===== src/rtl/display_pkg.sv =====
// Shared types and constants for the multiplexed 7-segment display scanner.
package display_pkg;

  typedef struct packed {
    logic       valid;
    logic       tipo;
    logic [3:0] tecla;
  } entry_t;

  localparam logic [3:0] BLANK_TECLA = 4'hF;
  localparam logic       BLANK_TIPO  = 1'b0;

  typedef enum logic {
    ST_BLANK = 1'b0,
    ST_SHOW  = 1'b1
  } scan_state_t;

endpackage


===== src/rtl/display_scan_timer.sv =====
// Slot sequencer: GUARD cycles blank, then DWELL cycles lit, per digit, round-robin.
// Anodes are registered from the next-state values so they line up with the current state.
module display_scan_timer
  import display_pkg::*;
#(
  parameter int NDIG  = 4,
  parameter int DWELL = 50000,
  parameter int GUARD = 500
) (
  input  logic                    clk,
  input  logic                    rst,
  output logic [$clog2(NDIG)-1:0] digit_idx,
  output logic                    load,
  output logic [NDIG-1:0]         an
);

  localparam int CMAX = (GUARD > DWELL) ? GUARD : DWELL;
  localparam int CW   = $clog2(CMAX + 1);
  localparam int IW   = $clog2(NDIG);

  scan_state_t state, state_nxt;
  logic [CW-1:0] cnt, cnt_nxt;
  logic [IW-1:0] idx_nxt;

  always_comb begin
    state_nxt = state;
    cnt_nxt   = cnt + 1'b1;
    idx_nxt   = digit_idx;
    case (state)
      ST_BLANK: begin
        if (cnt == CW'(GUARD - 1)) begin
          state_nxt = ST_SHOW;
          cnt_nxt   = '0;
        end
      end
      default: begin
        if (cnt == CW'(DWELL - 1)) begin
          state_nxt = ST_BLANK;
          cnt_nxt   = '0;
          idx_nxt   = (digit_idx == IW'(NDIG - 1)) ? '0 : digit_idx + 1'b1;
        end
      end
    endcase
  end

  // First cycle of a blank interval: the top samples the buffer for this slot.
  assign load = (state == ST_BLANK) && (cnt == '0);

  always_ff @(posedge clk) begin
    if (rst) begin
      state     <= ST_BLANK;
      cnt       <= '0;
      digit_idx <= '0;
      an        <= '1;
    end else begin
      state     <= state_nxt;
      cnt       <= cnt_nxt;
      digit_idx <= idx_nxt;
      an        <= (state_nxt == ST_SHOW) ? ~(NDIG'(1) << idx_nxt) : '1;
    end
  end

endmodule


===== src/rtl/display_scan_ctrl.sv =====
// Key-code shift buffer plus digit scanner feeding the shared segment converter.
// Optional leading-zero blanking is compiled in with LZ_SUPPRESS_EN.
module display_scan_ctrl
  import display_pkg::*;
#(
  parameter int NDIG  = 4,
  parameter int DWELL = 50000,
  parameter int GUARD = 500
) (
  input  logic                    clk,
  input  logic                    rst,
  input  logic                    clr,
  input  logic                    key_valid,
  output logic                    key_ready,
  input  logic [3:0]              key_tecla,
  input  logic                    key_tipo,
  output logic [3:0]              tecla_o,
  output logic                    tipo_o,
  output logic [NDIG-1:0]         an,
  output logic [$clog2(NDIG)-1:0] digit_idx,
  output logic                    ovf
);

  entry_t buf_q [NDIG];
  entry_t sel;
  logic   load;
  logic   suppress;

  display_scan_timer #(
    .NDIG  (NDIG),
    .DWELL (DWELL),
    .GUARD (GUARD)
  ) u_timer (
    .clk       (clk),
    .rst       (rst),
    .digit_idx (digit_idx),
    .load      (load),
    .an        (an)
  );

  assign key_ready = !clr && !rst;

  always_ff @(posedge clk) begin
    if (rst || clr) begin
      for (int i = 0; i < NDIG; i++) buf_q[i] <= '0;
      ovf <= 1'b0;
    end else if (key_valid) begin
      buf_q[0] <= {1'b1, key_tipo, key_tecla};
      for (int i = 1; i < NDIG; i++) buf_q[i] <= buf_q[i-1];
      if (buf_q[NDIG-1].valid) ovf <= 1'b1;
    end
  end

  assign sel = buf_q[digit_idx];

`ifdef LZ_SUPPRESS_EN
  // lead[i]: every entry above i is empty or a numeric zero.
  logic [NDIG-1:0] lead;
  logic            above_ok;

  always_comb begin
    above_ok = 1'b1;
    lead     = '0;
    for (int i = NDIG - 1; i >= 0; i--) begin
      lead[i]  = above_ok;
      above_ok = above_ok && (!buf_q[i].valid || (buf_q[i].tipo && buf_q[i].tecla == 4'h0));
    end
  end

  assign suppress = (digit_idx != '0) && lead[digit_idx] && sel.valid &&
                    sel.tipo && (sel.tecla == 4'h0);
`else
  assign suppress = 1'b0;
`endif

  always_ff @(posedge clk) begin
    if (rst) begin
      tecla_o <= BLANK_TECLA;
      tipo_o  <= BLANK_TIPO;
    end else if (load) begin
      if (!sel.valid || suppress) begin
        tecla_o <= BLANK_TECLA;
        tipo_o  <= BLANK_TIPO;
      end else begin
        tecla_o <= sel.tecla;
        tipo_o  <= sel.tipo;
      end
    end
  end

endmodule


===== config.mk =====
export PLATFORM = sky130hd
export DESIGN_NAME = display_scan_ctrl
export DESIGN_NICKNAME = d
export VERILOG_FILES = /design/src/rtl/display_pkg.sv /design/src/rtl/display_scan_timer.sv /design/src/rtl/display_scan_ctrl.sv
export SDC_FILE = /design/constraint.sdc
export NUM_CORES = 1
export LEC_CHECK = 0
export CAP_MARGIN = 20
export CORE_ASPECT_RATIO = 1.2
export CORE_UTILIZATION = 29
export DETAILED_ROUTE_END_ITERATION = 7
export GPL_TIMING_DRIVEN = 0
export SYNTH_ARGS = -nofsm -noshare
export SYNTH_HDL_FRONTEND = slang
export SYNTH_SLANG_ARGS = --single-unit

===== constraint.sdc =====
create_clock -name clk -period 4.49 [get_ports clk]
set_clock_uncertainty 0.1 [all_clocks]
set_input_delay 0.898 -clock clk [delete_from_list [all_inputs] [get_ports clk]]
set_output_delay 0.898 -clock clk [all_outputs]
set_load 0.1 [all_outputs]

[Word-level counts from Yosys, hierarchy flattened]
Memory sizes are Yosys's and may differ from the RTL's. A register that Yosys moved wholly into a read port is not among the register bits.
Index checks and enable logic that the tools add are counted.
Storage, ports and cells
  memories kept: 1
  memory bits (writable): 24
  register bits after elaboration: 29
  logic and storage cells: 50
Memories
  buf_q: words 4, width 6, rd ports 5, clocked after Yosys merged registers in 1, wr ports 4, line display_scan_ctrl.sv:24  | entry_t buf_q [NDIG];
Cells by class
  shift-type cells: 1
  reduce and logical (&&, ||, !) cells: 8
  add/sub/neg operators: 2
  equality and inequality tests: 3
  mux-type cells: 21
  bitwise logic cells: 7
Operators with widths (count)
  $mux W16: 3
  $mux W6: 4
  $add A16 B1 Y16 const B: 1
  $eq A16 B16 Y1 const B: 1
  $eq A16 B9 Y1 const B: 1
  $logic_not A16 Y1: 1
  $mux W1: 9
  $mux W2: 4
  $mux W4: 1
  $not A4 Y4: 1
  $or A1 B1 Y1: 4
  $shl A1 B2 Y4 const A: 1
  $add A2 B1 Y2 const B: 1
  $eq A2 B2 Y1 const B: 1
  $logic_and A1 B1 Y1: 2
  $logic_not A1 Y1: 2
  $not A1 Y1: 2
  $reduce_and A2 Y1: 1
  $reduce_or A2 Y1: 1
  $logic_or A1 B1 Y1: 1

[Longest topological paths before layout]
Gate-level depths: netlist (run 1).
  depth after elaboration: 6
  gate-level depth with buffers: 7
  gate-level depth less buffers: 6

[Cells and area by module]
Synthesis (run 1) repeated with hierarchy kept, for this count alone.
Second synthesis, totals
  cells, all modules: 200
  area, all modules: 2285.9 um^2
Modules (own cells, without submodules)
  display_scan_ctrl: area an instance 1271.2 um^2, cells an instance 86, instances 1, sequential area each 830.8 um^2
  display_scan_timer: area an instance 1014.7 um^2, cells an instance 114, instances 1, sequential area each 460.4 um^2

[Worst setup path after synthesis (run 1)]
OpenSTA, ideal clock, no wires.
  path kind: input -> output
  from: input rst
  to: output key_ready
  cell stages on the path: 3
  path slack: 1.207 ns
  required time: 3.492 ns
  buffers on the path: 2
  arrival: 2.285 ns
  cell sequence: clkbuf_1 > nor2_1 > clkbuf_1
Between the ends
  longest elaborated chain between the ends: 2
RTL lines
  start: declaration: line display_scan_ctrl.sv:11  | input logic rst,
  $logic_not A1 Y1: line display_scan_ctrl.sv:41  | assign key_ready = !clr && !rst;
  $logic_and A1 B1 Y1: line display_scan_ctrl.sv:41
  end: declaration: line display_scan_ctrl.sv:14  | output logic key_ready,
No other way between the ends.

[Worst setup path after layout (run 1)]
  from: input clr
  to: output key_ready
Between the ends
  longest elaborated chain between the ends: 2
RTL lines
  start: declaration: line display_scan_ctrl.sv:12  | input logic clr,
  $logic_not A1 Y1: line display_scan_ctrl.sv:41
  $logic_and A1 B1 Y1: line display_scan_ctrl.sv:41
No other way between the ends.

==> metrics.md, run 1 <==
| Metric | Value |
|---|---|
| Gate Count Post-Synth | 206 |
| Final setup margin | roughly 0.23 ns |
| Core region area | 8063 um^2 |
| Sequential share of the synthesized area | 53.81% |
| Worst skew pair latency | around 0.31 ns |
| Post-synth top area share | about 29% |
| Synth async-reset ratio | 0% |
| Maximum vdd drop | between 0.15 and 0.2 mV |
| Non-filler cells, final | 329 |
| # diodes | 0 |
| Height of the die | between 100 and 150 um |
| Hold_buf cts | 0 |
| Starting Density | between 20 and 30% |
| Top FF cell, synth | dfxtp_1 |
| Die ar. | 8644 um^2 |
| Fmax | 234.6 MHz |
| Status | finished clean |
| Reg power frac | between 60% and 70% |
| Die W | 85.04 um |
| Launch point of the critical path | clr |
| Setup_tns | 0 ns |
| Vias in the first global route | 1,613 |
| Placed cell areas | 2719 um^2 |
| Syn Area/Cell | 11.65 um^2 |
| H-tree levels | 2 |
| Final Critical Period | 4.262 ns |
| Fillers | about 810 |
| Clock Power Share | 31.1% |
| Slew @ Worst Pin | 0.9941 ns |
| Clock Pin Slew Worst Setup and Hold Paths | 0.09 ns |
| Worst r2r dst | u_timer.cnt[13] |
| CTS tree | built |
| Reg2Reg Depth | 7 |
| Row count | 36 |
| Hold path start | u_timer.cnt[0] |
| Final Slew Violations | 0 |
| RSZ-0062 raised after global routing | no |
| Num CTS Buffers | 5 |
| Yosys Warn Count | 0 |
| Crit path kind | in2out |
| FF-to-FF Start | u_timer.cnt[0] |
| Total power | 0.0008576 W |
| First-pass GRT wire length | just under 8 mm |
| Nets | roughly 250 |
| Worst hold path class | reg2reg |
| Leakage | 1.073 nW |
| Rel. slew slack | 33.52% |
| I/O Pins | 22 |
| Max-cap violations | 0 |
| Hold path endpoint | u_timer.cnt[0] |
| Total GRT Usage | 11.71% |
| PortBufs | 20 |
| Comb pwr share | 7.7% |
| Area Growth Syn to Fin | 16.79% |
| Routed length per instance | 14.07 um |
| Post-route cell area | ~2800 um^2 |
| CP Data Required Time | 3.49 ns |
| Crit path capture type | primary output |
| Area leader, netlist | edfxtp_1 |
| Synth area leaders | edfxtp_1 29%, dfxtp_1 25%, and3_1 6.5% |
| Antenna violations before repair | 0 |
| Drt total wl | 4.630 mm |
| Remaining global-route overflow | 0 |
| Sw frac | 24.07% |
| DRT iter0 DRCs | 83 |
| Critical Path Fanout Max | 10 |
| Root buf cell | clkbuf_8 |
| Psw | 0.0002065 W |
| Worst EP arrival | ~3.3 ns |
| Hold Vio Cnt, Final | 0 |
| Synth Cell Area | between 2000 and 2500 um^2 |
| Library cells used by synthesis | 38 |
| DR DRC count | 0 |
| Setup slack, reg-to-reg | roughly 2.3 ns |
| Post-route ant nets | 0 |
| Final setup vio count | 0 |
| Placer Congestion | ~0.75 |
| Share of layout cells above drive strength 1 | 11.54% |
| Post-synth EDFFs | 23 |
| Synth top cells by count | 30 x dfxtp_1, 25 x and3_1, 23 x edfxtp_1 |
| Crit share post-route | a little over nine tenths |
| DP Worst Slack | roughly 0.23 ns |
| Pin count of the biggest net entering global routing | 24 |
| Power density cells | 306.0 nW/um^2 |
| Clock sink count | 53 |
| Postcts setup bufs | 0 |
| Pre-antenna DRT Iters | 4 |
| Critical path launch point type | input port |
| Placed cell count | about 320 |
| Post-DP HPWL | about 3.4 mm |
| Most common cell in the synthesized netlist | dfxtp_1 |
| Via count | 1,620 |
| Vias/cell | 4.924 |
| Hold path depth | 1 |
| Cts repair resizes | 0 |
| Internal power | 0.0006511 W |
| Synthesized flop and latch total | between 50 and 60 |
| Syn_nets | ~220 |
| Clk buf depth | 2 |
state kept, by name (all words and copies together) (netlist names):
| name | count |
|---|---|
| u_timer.an | 4 |
| buf_q | 24 |
| u_timer.state | 1 |
| tecla_o | 4 |
| u_timer.cnt | 16 |
| u_timer.digit_idx | 2 |
| ovf | 1 |
| tipo_o | 1 |
how the worst max path moves through the flow:
stage | end | slack, ns | depth (start not counted)
2_1_floorplan | key_ready | 1.21 | 3
3_3_place_gp | key_ready | 0.22 | 4
3_5_place_dp | key_ready | 0.23 | 4
4_1_cts | key_ready | 0.22 | 4
5_1_grt | key_ready | 0.11 | 4
6_report | key_ready | 0.23 | 4
power groups by stage:
stage | registers, W | clock network, W | logic [W]
3_3_place_gp | 0.000535 | 0 | 0.0000666
3_5_place_dp | 0.000536 | 0 | 0.0000672
6_report | 0.000525 | 0.000267 | 0.0000664
5_1_grt | 0.000527 | 0.000292 | 0.0000726
4_1_cts | 0.000525 | 0.000276 | 0.0000674
2_1_floorplan | 0.000544 | 0 | 0.0000354
worst max-delay path: stages:
cell             delay (ns)
clkdlybuf4s50_1        0.44
nor2_1                 0.36
clkbuf_1               0.36
clkdlybuf4s50_1        1.21
stage by stage:
step                hold slack (ns)  utilization [%]
finish                       0.3841            34.76
global route                 0.4215            34.76
CTS                          0.3948            34.76
detailed placement           0.3735            33.72
global placement             0.3583            33.72
floorplan                    0.3371                -
routing by layer:
metal	GRT usage (%)	wire length [um]	vias up
li1	-	-	815
met1	13.99	2036	775
met2	20.53	2371	22
met4	4.694	87	0
met3	2.526	135	8
met5	0	0	-
area by class of cell:
| cell class | instances | area (um^2) | share of cell area, % |
|---|---|---|---|
| clock buffers | 7 | 76.32 | 2.723 |
| flip-flops and latches | 53 | 1291 | 46.07 |
| multi-input cells | 135 | 1007 | 35.94 |
| clock inverters | 1 | 7.507 | 0.2679 |
| well taps | 95 | 118.9 | 4.241 |
| inverters | 4 | 15.01 | 0.5357 |
| plain buffers | 14 | 86.33 | 3.080 |
| repair buffers | 20 | 200.2 | 7.143 |
cells by family after synthesis:
logic type / share of synthesized area (%)
AOI/OAI and AO/OA: 3.754
xor gates and xnor gates: 5.110
adders and majority gates: 1.564
buffers and inverters: 4.223
DFF: 53.81
muxes: 6.465
and+or+nand+nor: 25.08
cells in the final DEF, fill, tap and decap left out, drive strengths merged, types with 3 or more instances in the layout:
| cell type | netlist | final |
|---|---|---|
| nor2 | 21 | 21 |
| nand3 | 6 | 6 |
| or3 | 4 | 4 |
| nand2 | 3 | 3 |
| mux4 | 6 | 6 |
| nor3 | 4 | 4 |
| clkbuf | 10 | 17 |
| edfxtp | 23 | 23 |
| buf | 4 | 4 |
| xor2 | 11 | 11 |
| o21ai | 5 | 5 |
| xnor2 | 3 | 3 |
| and3 | 25 | 25 |
| ha | 3 | 3 |
| nand4 | 10 | 10 |
| and4 | 5 | 5 |
| inv | 4 | 4 |
| dfxtp | 30 | 30 |
| a21oi | 6 | 6 |
| clkdlybuf4s50 | 0 | 20 |
| nor4b | 4 | 4 |
| nor4 | 3 | 3 |
No activity file was read; power rests on OpenSTA's default activity.
==> run 2, diff against run 1 <==
- SETUP_SLACK_MARGIN: unset -> 0.2
- TNS_END_PERCENT: unset -> 30
==> metrics.md, run 2 (same netlist as run 1, synthesis figures left out) <==
| Metric | Value |
|---|---|
| Height of the die | 101.7 um (unchanged) |
| Final setup margin | 0.6356 ns (+0.4080 ns) |
| Reg2Reg Depth | 7 (unchanged) |
| Vias in the first global route | 1,613 (unchanged) |
| H-tree levels | 2 (unchanged) |
| Worst r2r dst | u_timer.cnt[13] |
| Starting Density | 29.76% (unchanged) |
| Clock Pin Slew Worst Setup and Hold Paths | 0.09 ns (about the same) |
| Comb pwr share | 7.7% (about the same) |
| Fmax | 259.4 MHz (+11%) |
| Crit path kind | in2out |
| Row count | 36 (unchanged) |
| Placer Congestion | 0.7517 (unchanged) |
| Psw | 0.0002073 W (+0.39%) |
| Hold path start | u_timer.cnt[0] |
| Buffers & Inverters on Critical Path | 3 (unchanged) |
| CP max-delay cell | dlymetal6s2s_1 |
| Slowest Stage Delay on Critical Path | 0.80 ns (-0.41 ns) |
| Pin count of the biggest net entering global routing | 24 (unchanged) |
| # diodes | 0 (unchanged) |
| Commonest non-fill, non-tap cells in the layout | 30 x dfxtp_1, 25 x and3_1, 23 x edfxtp_1 |
| Max FFs per register | 24 (unchanged) |
| Via count | 1,624 (+0.25%) |
| Pre-antenna DRT Iters | 4 (unchanged) |
| CP Data Required Time | 3.49 ns (about the same) |
| Area Growth Syn to Fin | 16.89% (about the same) |
| Cell family with most CP delay | buffers and inverters |
| I/O Pins | 22 (unchanged) |
| Worst skew pair latency | 0.31 ns (about the same) |
| Share of layout cells above drive strength 1 | 11.54% (unchanged) |
| Leakage | 1.087 nW (+1.3%) |
| Internal power | 0.0006511 W (about the same) |
| Hold path endpoint | u_timer.cnt[0] |
| Routed length per instance | 14.09 um (+0.15%) |
| Critical path launch point type | input port |
| Status | finished clean |
| Max-cap violations | 0 (unchanged) |
| Setup slack, reg-to-reg | 2.32 ns (about the same) |
| First-pass GRT wire length | 7.941 mm (unchanged) |
| Power density cells | 306.0 nW/um^2 (about the same) |
| FF-to-FF Start | u_timer.cnt[0] |
| Drt total wl | 4.637 mm (+0.15%) |
| Hold_buf cts | 0 (unchanged) |
| Post-route ant nets | 0 (unchanged) |
| Hold Vio Cnt, Final | 0 (unchanged) |
| Critical Path Fanout Max | 10 (unchanged) |
| Die W | 85.04 um (unchanged) |
| DP Worst Slack | 0.2310 ns (unchanged) |
| Setup_tns | 0 ns (unchanged) |
| Hold path depth | 1 (unchanged) |
| Num CTS Buffers | 5 (unchanged) |
| DR DRC count | 0 (unchanged) |
| Top reg by flops | buf_q |
| CTS tree | built |
| Clock sink count | 53 (unchanged) |
| Reg power frac | 61.1% (about the same) |
| Worst hold path class | reg2reg |
| Final Critical Period | 3.854 ns (-0.4080 ns) |
| RSZ-0062 raised after global routing | no |
| Clock Power Share | 31.2% (about the same) |
| Total GRT Usage | 11.71% (unchanged) |
| Nets | 245 (unchanged) |
| Slew @ Worst Pin | 0.9941 ns (unchanged) |
| Top flop regs | buf_q x24, u_timer.cnt x16 |
| Core region area | 8063 um^2 (unchanged) |
| Final Slew Violations | 0 (unchanged) |
| Final setup vio count | 0 (unchanged) |
| Crit path capture type | primary output |
| Crit share post-route | 85.84% (-9.1 points) |
| Sw frac | 24.15% (+0.072 points) |
| Die ar. | 8644 um^2 (unchanged) |
| PortBufs | 20 (unchanged) |
| Root buf cell | clkbuf_8 |
| Post-DP HPWL | 3.402 mm (unchanged) |
| Vias/cell | 4.936 (+0.25%) |
| Worst EP arrival | 2.86 ns (-0.40 ns) |
| Maximum vdd drop | 0.1699 mV (unchanged) |
| Clk buf depth | 2 (unchanged) |
| Commonest non-fill, non-tap cell in the layout | dfxtp_1 |
| Remaining global-route overflow | 0 (unchanged) |
| Worst path cell trace | clkdlybuf4s50_1 -> nor2_1 -> clkbuf_1 -> dlymetal6s2s_1 |
| Antenna violations before repair | 0 (unchanged) |
| Rel. slew slack | 33.52% (unchanged) |
| DRT iter0 DRCs | 83 (unchanged) |
-- run 2: cell types whose count changed in the layout (fill, tap and decap cells not counted), sizes merged --
cell / before / now
dlymetal6s2s: 0 / 1
clkdlybuf4s50: 20 / 19
-- run 2: layout make-up --
type	instances	area, um^2
inverter	4	15.01
buffer	14	86.33
clock inverter	1	7.507
clock buffer	7	76.32
multi-input combinational	135	1007
tap	95	118.9
fill	813	5258
sequential	53	1291
timing repair buffer	20	202.7
-- run 2: worst max path at each step --
stage	to	startpoint	slack [ns]	depth (start not counted)
finish	key_ready	clr	0.64	4
global route	key_ready	clr	0.53	4
CTS	key_ready	clr	0.22	4
detailed placement	key_ready	clr	0.23	4
global placement	key_ready	clr	0.22	4
floorplan	key_ready	rst	1.21	3
-- run 2: power groups by stage --
| stage | combinational, W | sequential [W] | clock, W |
|---|---|---|---|
| 6_report | 0.0000664 | 0.000525 | 0.000267 |
| 5_1_grt | 0.0000725 | 0.000527 | 0.000292 |
| 4_1_cts | 0.0000674 | 0.000525 | 0.000276 |
| 3_5_place_dp | 0.0000672 | 0.000536 | 0 |
| 3_3_place_gp | 0.0000666 | 0.000535 | 0 |
| 2_1_floorplan | 0.0000354 | 0.000544 | 0 |
-- run 2: worst register-to-register path: stages, from the launching register on --
cell and delay (ns):
dfxtp_1 0.40, ha_1 0.27, or4bb_1 0.55, nor4_4 0.22, or3_1 0.15, buf_2 0.17
buf_6 0.16, nor2_1 0.05
-- run 2: what timing repair did --
item	CTS	global route
hold endpoints to repair	0	0
gates resized for setup	0	1
endpoints found under the setup margin	0	1
setup buffers	0	0
-- run 2: stage by stage --
step                      instances  area [um^2]  util [%]  total power [W]  hold WS [ns]
after floorplan                 206         2400         -        0.0005789        0.3371
after global placement          321         2719     33.72        0.0006019        0.3583
after detailed placement        321         2719     33.72        0.0006030        0.3735
after CTS                       329         2803     34.76        0.0008685        0.3948
after global routing            329         2805     34.79        0.0008919        0.4215
final                           329         2805     34.79        0.0008584        0.3841
-- run 2: layer usage --
metal / track usage (%) / part of all wire, %
met2: 20.53 / 51
met3: 2.526 / 3.0
met5: 0 / 0
met4: 4.694 / 1.9
met1: 13.99 / 44
